## config.mk

```make
export PLATFORM = sky130hd
export DESIGN_NAME = cga_pixel_serializer
export DESIGN_NICKNAME = d
export VERILOG_FILES = /design/src/rtl/cga_pixel_serializer.sv
export SDC_FILE = /design/constraint.sdc
export NUM_CORES = 1
export LEC_CHECK = 0
export CAP_MARGIN = 5
export CORE_MARGIN = 2
export CORE_UTILIZATION = 60
export DETAILED_ROUTE_END_ITERATION = 8
export GPL_TIMING_DRIVEN = 0
export MAX_ROUTING_LAYER = met4
export PLACE_DENSITY = 0.8
export SLEW_MARGIN = 25
export SYNTH_ARGS = -nofsm -noshare
export SYNTH_HDL_FRONTEND = slang
export SYNTH_SLANG_ARGS = --single-unit
export TNS_END_PERCENT = 50
```

## constraint.sdc

```tcl
create_clock -name clk -period 8.1 [get_ports clk]
set_input_delay 2.025 -clock clk [delete_from_list [all_inputs] [get_ports clk]]
set_output_delay 2.025 -clock clk [all_outputs]
set_load 0.02 [all_outputs]
```

## src/rtl/cga_pixel_serializer.sv

```systemverilog
// CGA pixel serializer: byte FIFO feeding an MSB-first shifter (1/2/4 bpp) and a 16-entry palette.
// Video is registered one clk after each pix_ce; FIFO starvation raises a sticky underflow flag.
module cga_pixel_serializer #(
  parameter int FIFO_DEPTH = 4,
  parameter int OUT_BITS   = 4
) (
  input  logic                clk,
  input  logic                reset,
  input  logic [7:0]          byte_data,
  input  logic                byte_valid,
  output logic                byte_ready,
  input  logic                pix_ce,
  input  logic [1:0]          bpp_sel,
  input  logic                display_enable,
  input  logic [OUT_BITS-1:0] border_col,
  input  logic                pal_we,
  input  logic [3:0]          pal_addr,
  input  logic [OUT_BITS-1:0] pal_data,
  input  logic                clr_underflow,
  output logic [OUT_BITS-1:0] video,
  output logic                underflow
);

  localparam int AW = $clog2(FIFO_DEPTH);
  localparam logic [AW:0] DEPTH_C = (AW+1)'(FIFO_DEPTH);

  logic [7:0]          mem [FIFO_DEPTH];
  logic [AW-1:0]       wr_ptr, rd_ptr;
  logic [AW:0]         count;
  logic                full, empty, push, pop;

  logic [7:0]          shreg;
  logic [3:0]          cnt;
  logic [1:0]          bpp_lat;
  logic [OUT_BITS-1:0] pal [16];

  logic                active, exhausted, load, starve, emit;
  logic [7:0]          src_byte;
  logic [1:0]          src_bpp;
  logic [3:0]          pix_idx;
  logic [2:0]          shift_amt;
  logic [3:0]          ppb;

  assign full       = (count == DEPTH_C);
  assign empty      = (count == '0);
  assign byte_ready = !full;

  assign active    = pix_ce && display_enable;
  assign exhausted = (cnt == 4'd0);
  assign load      = active && exhausted && !empty;
  assign starve    = active && exhausted && empty;
  assign emit      = active && !starve;
  assign pop       = load;
  // A full FIFO still takes a byte when the same cycle frees a slot.
  assign push      = byte_valid && (!full || pop);

  always_comb begin
    src_byte  = load ? mem[rd_ptr] : shreg;
    src_bpp   = load ? bpp_sel : bpp_lat;
    pix_idx   = {3'b000, src_byte[7]};
    shift_amt = 3'd1;
    ppb       = 4'd8;
    case (src_bpp)
      2'd1: begin
        pix_idx   = {2'b00, src_byte[7:6]};
        shift_amt = 3'd2;
        ppb       = 4'd4;
      end
      2'd2: begin
        pix_idx   = src_byte[7:4];
        shift_amt = 3'd4;
        ppb       = 4'd2;
      end
      default: ;
    endcase
  end

  always_ff @(posedge clk) begin
    if (push) mem[wr_ptr] <= byte_data;
  end

  always_ff @(posedge clk or posedge reset) begin
    if (reset) begin
      wr_ptr <= '0;
      rd_ptr <= '0;
      count  <= '0;
    end else begin
      if (push) wr_ptr <= wr_ptr + 1'b1;
      if (pop)  rd_ptr <= rd_ptr + 1'b1;
      case ({push, pop})
        2'b10:   count <= count + 1'b1;
        2'b01:   count <= count - 1'b1;
        default: ;
      endcase
    end
  end

  always_ff @(posedge clk or posedge reset) begin
    if (reset) begin
      shreg   <= '0;
      cnt     <= '0;
      bpp_lat <= '0;
      video   <= '0;
    end else if (pix_ce) begin
      if (!display_enable) begin
        cnt <= '0;
      end else if (emit) begin
        shreg <= src_byte << shift_amt;
        cnt   <= load ? ppb - 4'd1 : cnt - 4'd1;
        if (load) bpp_lat <= bpp_sel;
      end
      // Palette read sees the pre-write value when pal_we targets the same entry.
      video <= emit ? pal[pix_idx] : border_col;
    end
  end

  always_ff @(posedge clk or posedge reset) begin
    if (reset) begin
      underflow <= 1'b0;
    end else if (starve) begin
      underflow <= 1'b1;
    end else if (clr_underflow) begin
      underflow <= 1'b0;
    end
  end

  always_ff @(posedge clk or posedge reset) begin
    if (reset) begin
      for (int i = 0; i < 16; i++) pal[i] <= OUT_BITS'(i);
    end else if (pal_we) begin
      pal[pal_addr] <= pal_data;
    end
  end

endmodule

```

==> results.json, run 1 <==
{
  "path_clk_slew_ns": 0.06,
  "relSlewSlack_pct": 55.3,
  "first_global_vias": 3712,
  "die_area_mm2": 0.0106,
  "synth.area.top_cells": "dfrtp_1 (25%), edfxtp_1 (16%), mux2_2 (14%)",
  "switching_share_pct": 30.9,
  "synthToLayoutAreaGrowth_pct": 18.5,
  "hold_class": "register to register",
  "synthFlopType": "dfrtp_1",
  "setup_viol": 0,
  "netlist_area_mm2": 0.00589,
  "grt_pass1_wl_um": 19600,
  "yosysTopAreaCellShare_pct": 24.6,
  "tritoncts": "built",
  "yosysWarnings": 0,
  "critPathMaxFanout": 10,
  "async_flop_share_pct": 73.8,
  "outcome": "finished clean",
  "hold_slack_ns": 0.486,
  "final_hold_viol_count": 0,
  "drt-total-wl_um": 12300,
  "nNetsFinal": 506,
  "clockRootBuffer": "clkbuf_8",
  "diodes": 0,
  "portBuffers": 34,
  "worstPathArrival_ns": 4.69,
  "ios": 35,
  "wl_per_cell_um": 19.9,
  "ys_top_cells_by_count": "mux2_2 (75), dfrtp_1 (58), dfstp_2 (32), edfxtp_1 (32), nand2_1 (23)",
  "rows": 36,
  "cts_setup_buffers": 0,
  "clk_latency_ns": 0.52,
  "drt_iter0_drc": 283,
  "grt_overflow": 0,
  "postCtsHoldBufs": 0,
  "viasPerCell": 6.06,
  "htreeDepth": 4,
  "fin_setup_tns_ns": 0,
  "drtPass1Iterations": 5,
  "slew_viol_final": 0,
  "fill_cells": 637,
  "period_share_pct": 53.3,
  "seqCellArea_mm2": 0.00325,
  "crit_type": "input port to register",
  "postSynthCellCount": 416,
  "switchingPower_mw": 0.721,
  "cap_violations": 0,
  "ys_seq_area_share_pct": 55.2,
  "skew_ns": 0.00955,
  "fmax_mhz": 232,
  "die_w_um": 103,
  "critPathLaunchType": "input port",
  "dp_cells": 584,
  "avgSynthCellArea_um2": 14.2,
  "cellPowerDensity_mw_per_mm2": 334,
  "antenna_found_initial": 0,
  "synth_edf_count": 32,
  "clkSinkCount": 122,
  "multi_input_area_mm2": 0.00246,
  "clock_path_buffers": 2,
  "grt_setup_unrepaired": "false",
  "place_congestion": 0.828,
  "yosysMostFrequentCell": "mux2_2",
  "drive_gt1_share_pct": 33.6,
  "dp_hpwl_um": 8280,
  "numCtsBuffers": 17,
  "timing.final.crit_period_ns": 4.32,
  "final_util_pct": 72.4,
  "core-area_mm2": 0.00964,
  "synth_cell_types": 54,
  "yosys_register_bits": 122,
  "via_count": 3725,
  "seq_power_share_pct": 38.7,
  "cp_data_required_time_ns": 8.48,
  "vdd_ir_drop_max_mv": 0.203,
  "syn_nets": 452,
  "grt_use_total_pct": 26.1,
  "end_kind": "register",
  "antenna_left": 0,
  "tightest_slew_ns": 0.670,
  "p_total_mw": 2.33,
  "p_int_mw": 1.61,
  "drc": 0,
  "grt_max_degree": 70,
  "cts_repair_resize_count": 0,
  "clockPowerShare_pct": 29.9,
  "yosysTopAreaCell": "dfrtp_1",
  "final_cell_count_no_fill": 615,
  "die_h_um": 103,
  "initial_core_util_pct": 61.1,
  "p_comb_share_pct": 31.3,
  "p_leak_nw": 2.79
}
## per-stage QoR
stage | worst slack [ns] | area [µm²]
after floorplan | 3.79 | 5890
after detailed placement | 3.26 | 6430
final | 3.78 | 6980
after global routing | 3.63 | 6980
after CTS | 3.79 | 6980
after global placement | 2.49 | 6390
## state kept, by name (all words and copies together) (netlist names)
signal	count
bpp_lat	2
cnt	4
count	3
mem	32
pal	64
rd_ptr	2
shreg	8
underflow	1
video	4
wr_ptr	2
## power groups by stage
stage	Sequential (mW)	Combinational, mW	Clock [mW]
2_1_floorplan	0.891	0.533	0
3_3_place_gp	0.897	0.695	0
3_5_place_dp	0.908	0.723	0
4_1_cts	0.902	0.731	0.704
5_1_grt	0.920	0.790	0.734
6_report	0.904	0.731	0.698
## cells in the final DEF (no fill, tap or decap), types with 12 or more instances in the layout
cell type and instances:
clkbuf_16 16, clkdlybuf4s50_1 34, dfrtp_1 58, dfstp_2 32
edfxtp_1 32, inv_1 14, mux2_2 75, mux2i_1 18
mux4_2 12, nand2_1 23, nor2_1 21, o21ai_0 18
## logic make-up after synthesis
kind of cell,Yosys count,synth area share (%)
and+or+nand+nor,89,7.82
adders and majority gates,7,1.61
buffers and inverters,31,2.93
muxes,115,26.3
AOI/OAI and AO/OA,46,5.23
xor gates and xnor gates,6,0.893
DFF,122,55.2
## worst paths after layout
kind,from,end,slack (ns),cells after the start
max,display_enable,video[2],3.78,10
min,shreg[3],shreg[3],0.49,1
min in group asynchronous,reset,wr_ptr[1],1.81,2
max in group asynchronous,reset,pal[33],5.66,3
min reg2reg,shreg[3],shreg[3],0.49,1
max reg2reg,count[0],video[2],5.27,8
## critical path, stage by stage
cell and delay [ns]:
clkdlybuf4s50_1 0.56, nand3b_1 0.22, nor3_4 0.32, buf_6 0.19
nand3_1 0.09, o21ai_2 0.29, buf_6 0.25, mux4_1 0.31
mux2i_1 0.23, o221ai_1 0.19
## layout make-up
cell class / count / area share (%)
Clock buffer: 18 / 5.99
Tap cell: 133 / 2.39
Timing Repair Buffer: 35 / 5.27
Inverter: 15 / 0.879
Sequential cell: 122 / 46.6
Clock inverter: 13 / 1.87
Multi-Input combinational cell: 263 / 35.3
Buffer: 16 / 1.67
## metal layers
metal / vias up / wire (µm) / share of wire, % / GRT usage (%)
met1: 1910 / 5300 / 43 / 34.5
met2: 132 / 6150 / 50 / 40.8
li1: 1665 / - / - / -
met3: 18 / 654 / 5.3 / 5.42
met4: 0 / 155 / 1.3 / 8.50
met5: - / 0 / 0 / -
Note: power is estimated with default switching activity, not from simulation.
==> run 2, diff against run 1 <==
Settings changed: CORE_UTILIZATION 60 to 54, PLACE_DENSITY 0.8 to 0.76.
Clock period 8.1 ns to 3.8 ns, I/O delays scaled along.
==> results.json, run 2 (same netlist as run 1, synthesis figures left out) <==
{
  "top_register": "pal",
  "clockRootBuffer": "clkbuf_8",
  "rows": 38,
  "slew_viol_final": 0,
  "die_area_mm2": 0.0118,
  "crit_type": "input port to register",
  "tritoncts": "built",
  "critPathLaunchType": "input port",
  "synthToLayoutAreaGrowth_pct": 19.4,
  "worstPathArrival_ns": 3.62,
  "via_count": 3663,
  "antenna_found_initial": 0,
  "timing.final.crit_period_ns": 3.17,
  "period_share_pct": 83.5,
  "hold_class": "register to register",
  "numCtsBuffers": 17,
  "first_global_vias": 3816,
  "grt_setup_unrepaired": "false",
  "vdd_ir_drop_max_mv": 0.340,
  "ios": 35,
  "tightest_slew_ns": 0.619,
  "cts_setup_buffers": 0,
  "drt-total-wl_um": 12100,
  "top_usage_layer": "met2",
  "reg_top3": "pal x64, mem x32, shreg x8",
  "path_clk_slew_ns": 0.06,
  "placed_area_mm2": 0.00644,
  "drive_gt1_share_pct": 34.4,
  "die_h_um": 108,
  "critPathMaxFanout": 10,
  "cellPowerDensity_mw_per_mm2": 717,
  "grt_use_total_pct": 23.3,
  "crit_start": "display_enable",
  "p_leak_nw": 2.82,
  "met1_usage_pct": 30.8,
  "place_congestion": 0.891,
  "fin_setup_tns_ns": 0,
  "htreeDepth": 4,
  "crit_path_end": "count[2]",
  "diodes": 0,
  "cp_data_required_time_ns": 4.24,
  "drtPass1Iterations": 5,
  "wl_per_cell_um": 19.5,
  "r2r-start": "cnt[2]",
  "clkSinkCount": 122,
  "met3_usage_pct": 5.00,
  "final_hold_viol_count": 0,
  "grt_overflow": 0,
  "grt_pass1_wl_um": 19600,
  "postCtsHoldBufs": 0,
  "relSlewSlack_pct": 58.7,
  "final_common_cell": "mux2_2",
  "clock_path_buffers": 2,
  "final_cell_mix": "mux2_2 (75), dfrtp_1 (58), clkdlybuf4s50_1 (34)",
  "cap_violations": 0,
  "portBuffers": 34,
  "nNetsFinal": 506,
  "die_w_um": 108,
  "dp_hpwl_um": 8300,
  "initial_core_util_pct": 54.8,
  "outcome": "finished clean",
  "skew_ns": 0.0122,
  "reg2reg_slack_ns": 1.01,
  "r2r_cells": 11,
  "largest_reg_flops": 64,
  "core-area_mm2": 0.0107,
  "antenna_left": 0,
  "end_kind": "register",
  "clk_latency_ns": 0.53,
  "min_path_cells": 1,
  "r2r-end": "count[2]",
  "setup_viol": 0,
  "viasPerCell": 5.88,
  "grt_max_degree": 69,
  "drt_iter0_drc": 205,
  "fin_area_mm2": 0.00703,
  "fmax_mhz": 315,
  "cts_repair_resize_count": 0,
  "drc": 0,
  "use_met2_pct": 35.8
}
-- run 2: worst max-delay path, cell delays in order --
cell	delay (ns)
clkdlybuf4s50_1	0.56
nand3b_1	0.20
nor3_4	0.30
buf_6	0.19
buf_6	0.15
buf_4	0.20
ha_1	0.21
inv_1	0.06
fa_1	0.37
xor2_1	0.16
nor2_1	0.11
xor2_1	0.16
-- run 2: report_power, final --
| part | leakage (nW) | switching [mW] | internal (mW) | total [mW] |
|---|---|---|---|---|
| registers | 1.35 | 0.173 | 1.74 | 1.92 |
| clock network | 0.286 | 0.617 | 0.958 | 1.57 |
| logic | 1.19 | 0.780 | 0.771 | 1.55 |
-- run 2: worst min-delay path by stage --
| stage | end | startpoint |
|---|---|---|
| after floorplan | shreg[3] | shreg[3] |
| after global placement | shreg[3] | shreg[3] |
| after detailed placement | shreg[0] | shreg[0] |
| after CTS | shreg[3] | shreg[3] |
| after global routing | shreg[0] | shreg[0] |
| final | shreg[3] | shreg[3] |
-- run 2: layout make-up --
class,count,area (µm²)
sequential,122,3250
tap,140,175
multi-input combinational,263,2460
fill,782,3720
clock inverter,13,129
clock buffer,19,464
buffer,16,116
timing repair buffer,35,368
inverter,15,61.3
-- run 2: through the flow --
stage               instances  worst slack, ns  hold WS [ns]  util (%)  power (mW)
CTS                       623            0.622         0.484      65.4        5.08
floorplan                 416            0.568         0.446         -        3.04
global route              623            0.421         0.502      65.4        5.30
finish                    623            0.628         0.479      65.4        5.04
global placement          590           -0.750         0.461      59.6        3.40
detailed placement        591           0.0769         0.471      59.9        3.48
-- run 2: routing by layer --
metal	part of all wire, %	vias up
met5	0	-
met4	1.4	0
met3	4.3	17
met2	50	99
met1	45	1881
li1	-	1666
==> run 3, diff against run 2 <==
Clock period 3.8 ns to 2.9 ns, I/O delays scaled along.
==> results.json, run 3 (same netlist as run 1, synthesis figures left out) <==
{
  "final_cell_count_no_fill": 625,
  "via_count": 3573,
  "met3_usage_pct": 6.15,
  "initial_core_util_pct": 54.8,
  "slowest_delay_ns": 0.56,
  "relSlewSlack_pct": 63.2,
  "drt-total-wl_um": 11900,
  "timing.final.crit_period_ns": 2.81,
  "end_kind": "register",
  "min_path_cells": 1,
  "outcome": "finished clean",
  "fill_cells": 774,
  "die_area_mm2": 0.0118,
  "fin_setup_tns_ns": 0,
  "final_cell_mix": "mux2_2 (75), dfrtp_1 (58), clkdlybuf4s50_1 (33)",
  "fmax_mhz": 355,
  "grt_max_degree": 28,
  "clockRootBuffer": "clkbuf_8",
  "worstSetupPathDepth": 8,
  "place_congestion": 0.895,
  "core-area_mm2": 0.0107,
  "crit_start": "rd_ptr[0]",
  "drc": 0,
  "htreeDepth": 4,
  "final_common_cell": "mux2_2",
  "largest_reg_flops": 64,
  "grt_use_total_pct": 23.2,
  "numCtsBuffers": 17,
  "placed_area_mm2": 0.00647,
  "crit_path_top_delay_cell": "mux4_2",
  "first_global_vias": 3711,
  "viasPerCell": 5.72,
  "post-place-ws_ns": -0.645,
  "critPathMaxFanout": 10,
  "clk_latency_ns": 0.53,
  "die_w_um": 108,
  "reg_top3": "pal x64, mem x32, shreg x8",
  "die_h_um": 108,
  "setup_viol": 0,
  "use_met2_pct": 35.0,
  "tightest_slew_ns": 0.548,
  "drive_gt1_share_pct": 34.2,
  "cap_violations": 0,
  "antenna_left": 0,
  "multi_input_area_mm2": 0.00247,
  "p_leak_nw": 2.86,
  "dp_cells": 593,
  "tritoncts": "built",
  "r2r-start": "rd_ptr[0]",
  "synthToLayoutAreaGrowth_pct": 20.8,
  "skew_ns": 0.0111,
  "hold_class": "register to register",
  "worst_slack_ns": 0.0860,
  "seqCellArea_mm2": 0.00325,
  "rows": 38,
  "nNetsFinal": 508,
  "portBuffers": 34,
  "path_clk_slew_ns": 0.06,
  "slew_viol_final": 0,
  "grt_overflow": 0,
  "diodes": 0,
  "crit_chain": "buf_6 -> mux4_2 -> a22oi_1 -> mux2_4 -> buf_12 -> mux4_1 -> mux2i_1 -> o221ai_1",
  "top_register": "pal",
  "crit_type": "register to register",
  "final_hold_viol_count": 0,
  "vdd_ir_drop_max_mv": 0.482,
  "drtPass1Iterations": 4,
  "critPathBufInv": 2,
  "r2r_cells": 8,
  "wl_per_cell_um": 19.0,
  "drt_iter0_drc": 163,
  "grt_setup_unrepaired": "false",
  "period_share_pct": 97.0,
  "top_usage_layer": "met2",
  "cp_data_required_time_ns": 3.28,
  "postCtsHoldBufs": 0,
  "min-delay-start": "shreg[3]",
  "fin_area_mm2": 0.00711,
  "antenna_found_initial": 0,
  "cellPowerDensity_mw_per_mm2": 949,
  "critPathLaunchType": "register",
  "p_total_mw": 6.75,
  "grt_pass1_wl_um": 19500,
  "met1_usage_pct": 31.1,
  "worstPathArrival_ns": 3.20,
  "ios": 35,
  "clkSinkCount": 122,
  "dp_hpwl_um": 8430,
  "clock_path_buffers": 2,
  "critPathTopFamily": "multiplexers"
}
-- run 3: cell types whose count changed in the layout (fill, tap and decap cells not counted), moves of 2 or more --
cell / previous run / this run
inv_6: 6 / 0
bufinv_16: 1 / 5
clkbuf_1: 7 / 9
clkinv_1: 0 / 2
buf_12: 1 / 3
clkbuf_16: 18 / 16
-- run 3: worst reg2reg max path, stage by stage (launching register included) --
cell	delay [ns]
dfrtp_1	0.34
buf_6	0.17
mux4_2	0.56
a22oi_1	0.23
mux2_4	0.21
buf_12	0.15
mux4_1	0.56
mux2i_1	0.27
o221ai_1	0.17
-- run 3: metal layers --
metal  share of wire, %  vias up
li1                   -     1668
met1                 46     1828
met2                 49       69
met3                3.9        8
met4               0.90        0
met5                  0        -
-- run 3: what timing repair did --
action / in CTS / in global routing
buffers inserted: 1 / 0
pin swaps: 2 / 2
setup endpoints to repair: 4 / 6
resized for setup: 1 / 4
-- run 3: power by group --
| group | total [mW] | switching [mW] | internal [mW] |
|---|---|---|---|
| sequential | 2.51 | 0.226 | 2.28 |
| combinational | 2.04 | 1.01 | 1.02 |
| clock | 2.20 | 0.725 | 1.47 |
| total | 6.75 | 1.97 | 4.78 |
-- run 3: worst paths after layout --
kind,end,slack [ns]
max in group asynchronous,pal[15],1.58
worst max-delay path,video[2],0.09
min in group asynchronous,pal[29],0.59
worst max register to register,video[2],0.09
worst min register to register,shreg[3],0.48
worst min-delay path,shreg[3],0.48
-- run 3: final cells by class --
class,instances,area share (%)
plain buffers,15,1.58
clock buffers,19,5.93
clock inverters,13,2.83
inverters,15,0.845
multi-input cells,263,34.7
flip-flops and latches,122,45.8
well taps,140,2.46
repair buffers,38,5.88
-- run 3: through the flow --
stage	util, %	hold WS [ns]
final	66.2	0.479
after global routing	66.2	0.506
after CTS	66.1	0.482
after detailed placement	60.3	0.470
after global placement	59.6	0.464
after floorplan	-	0.446
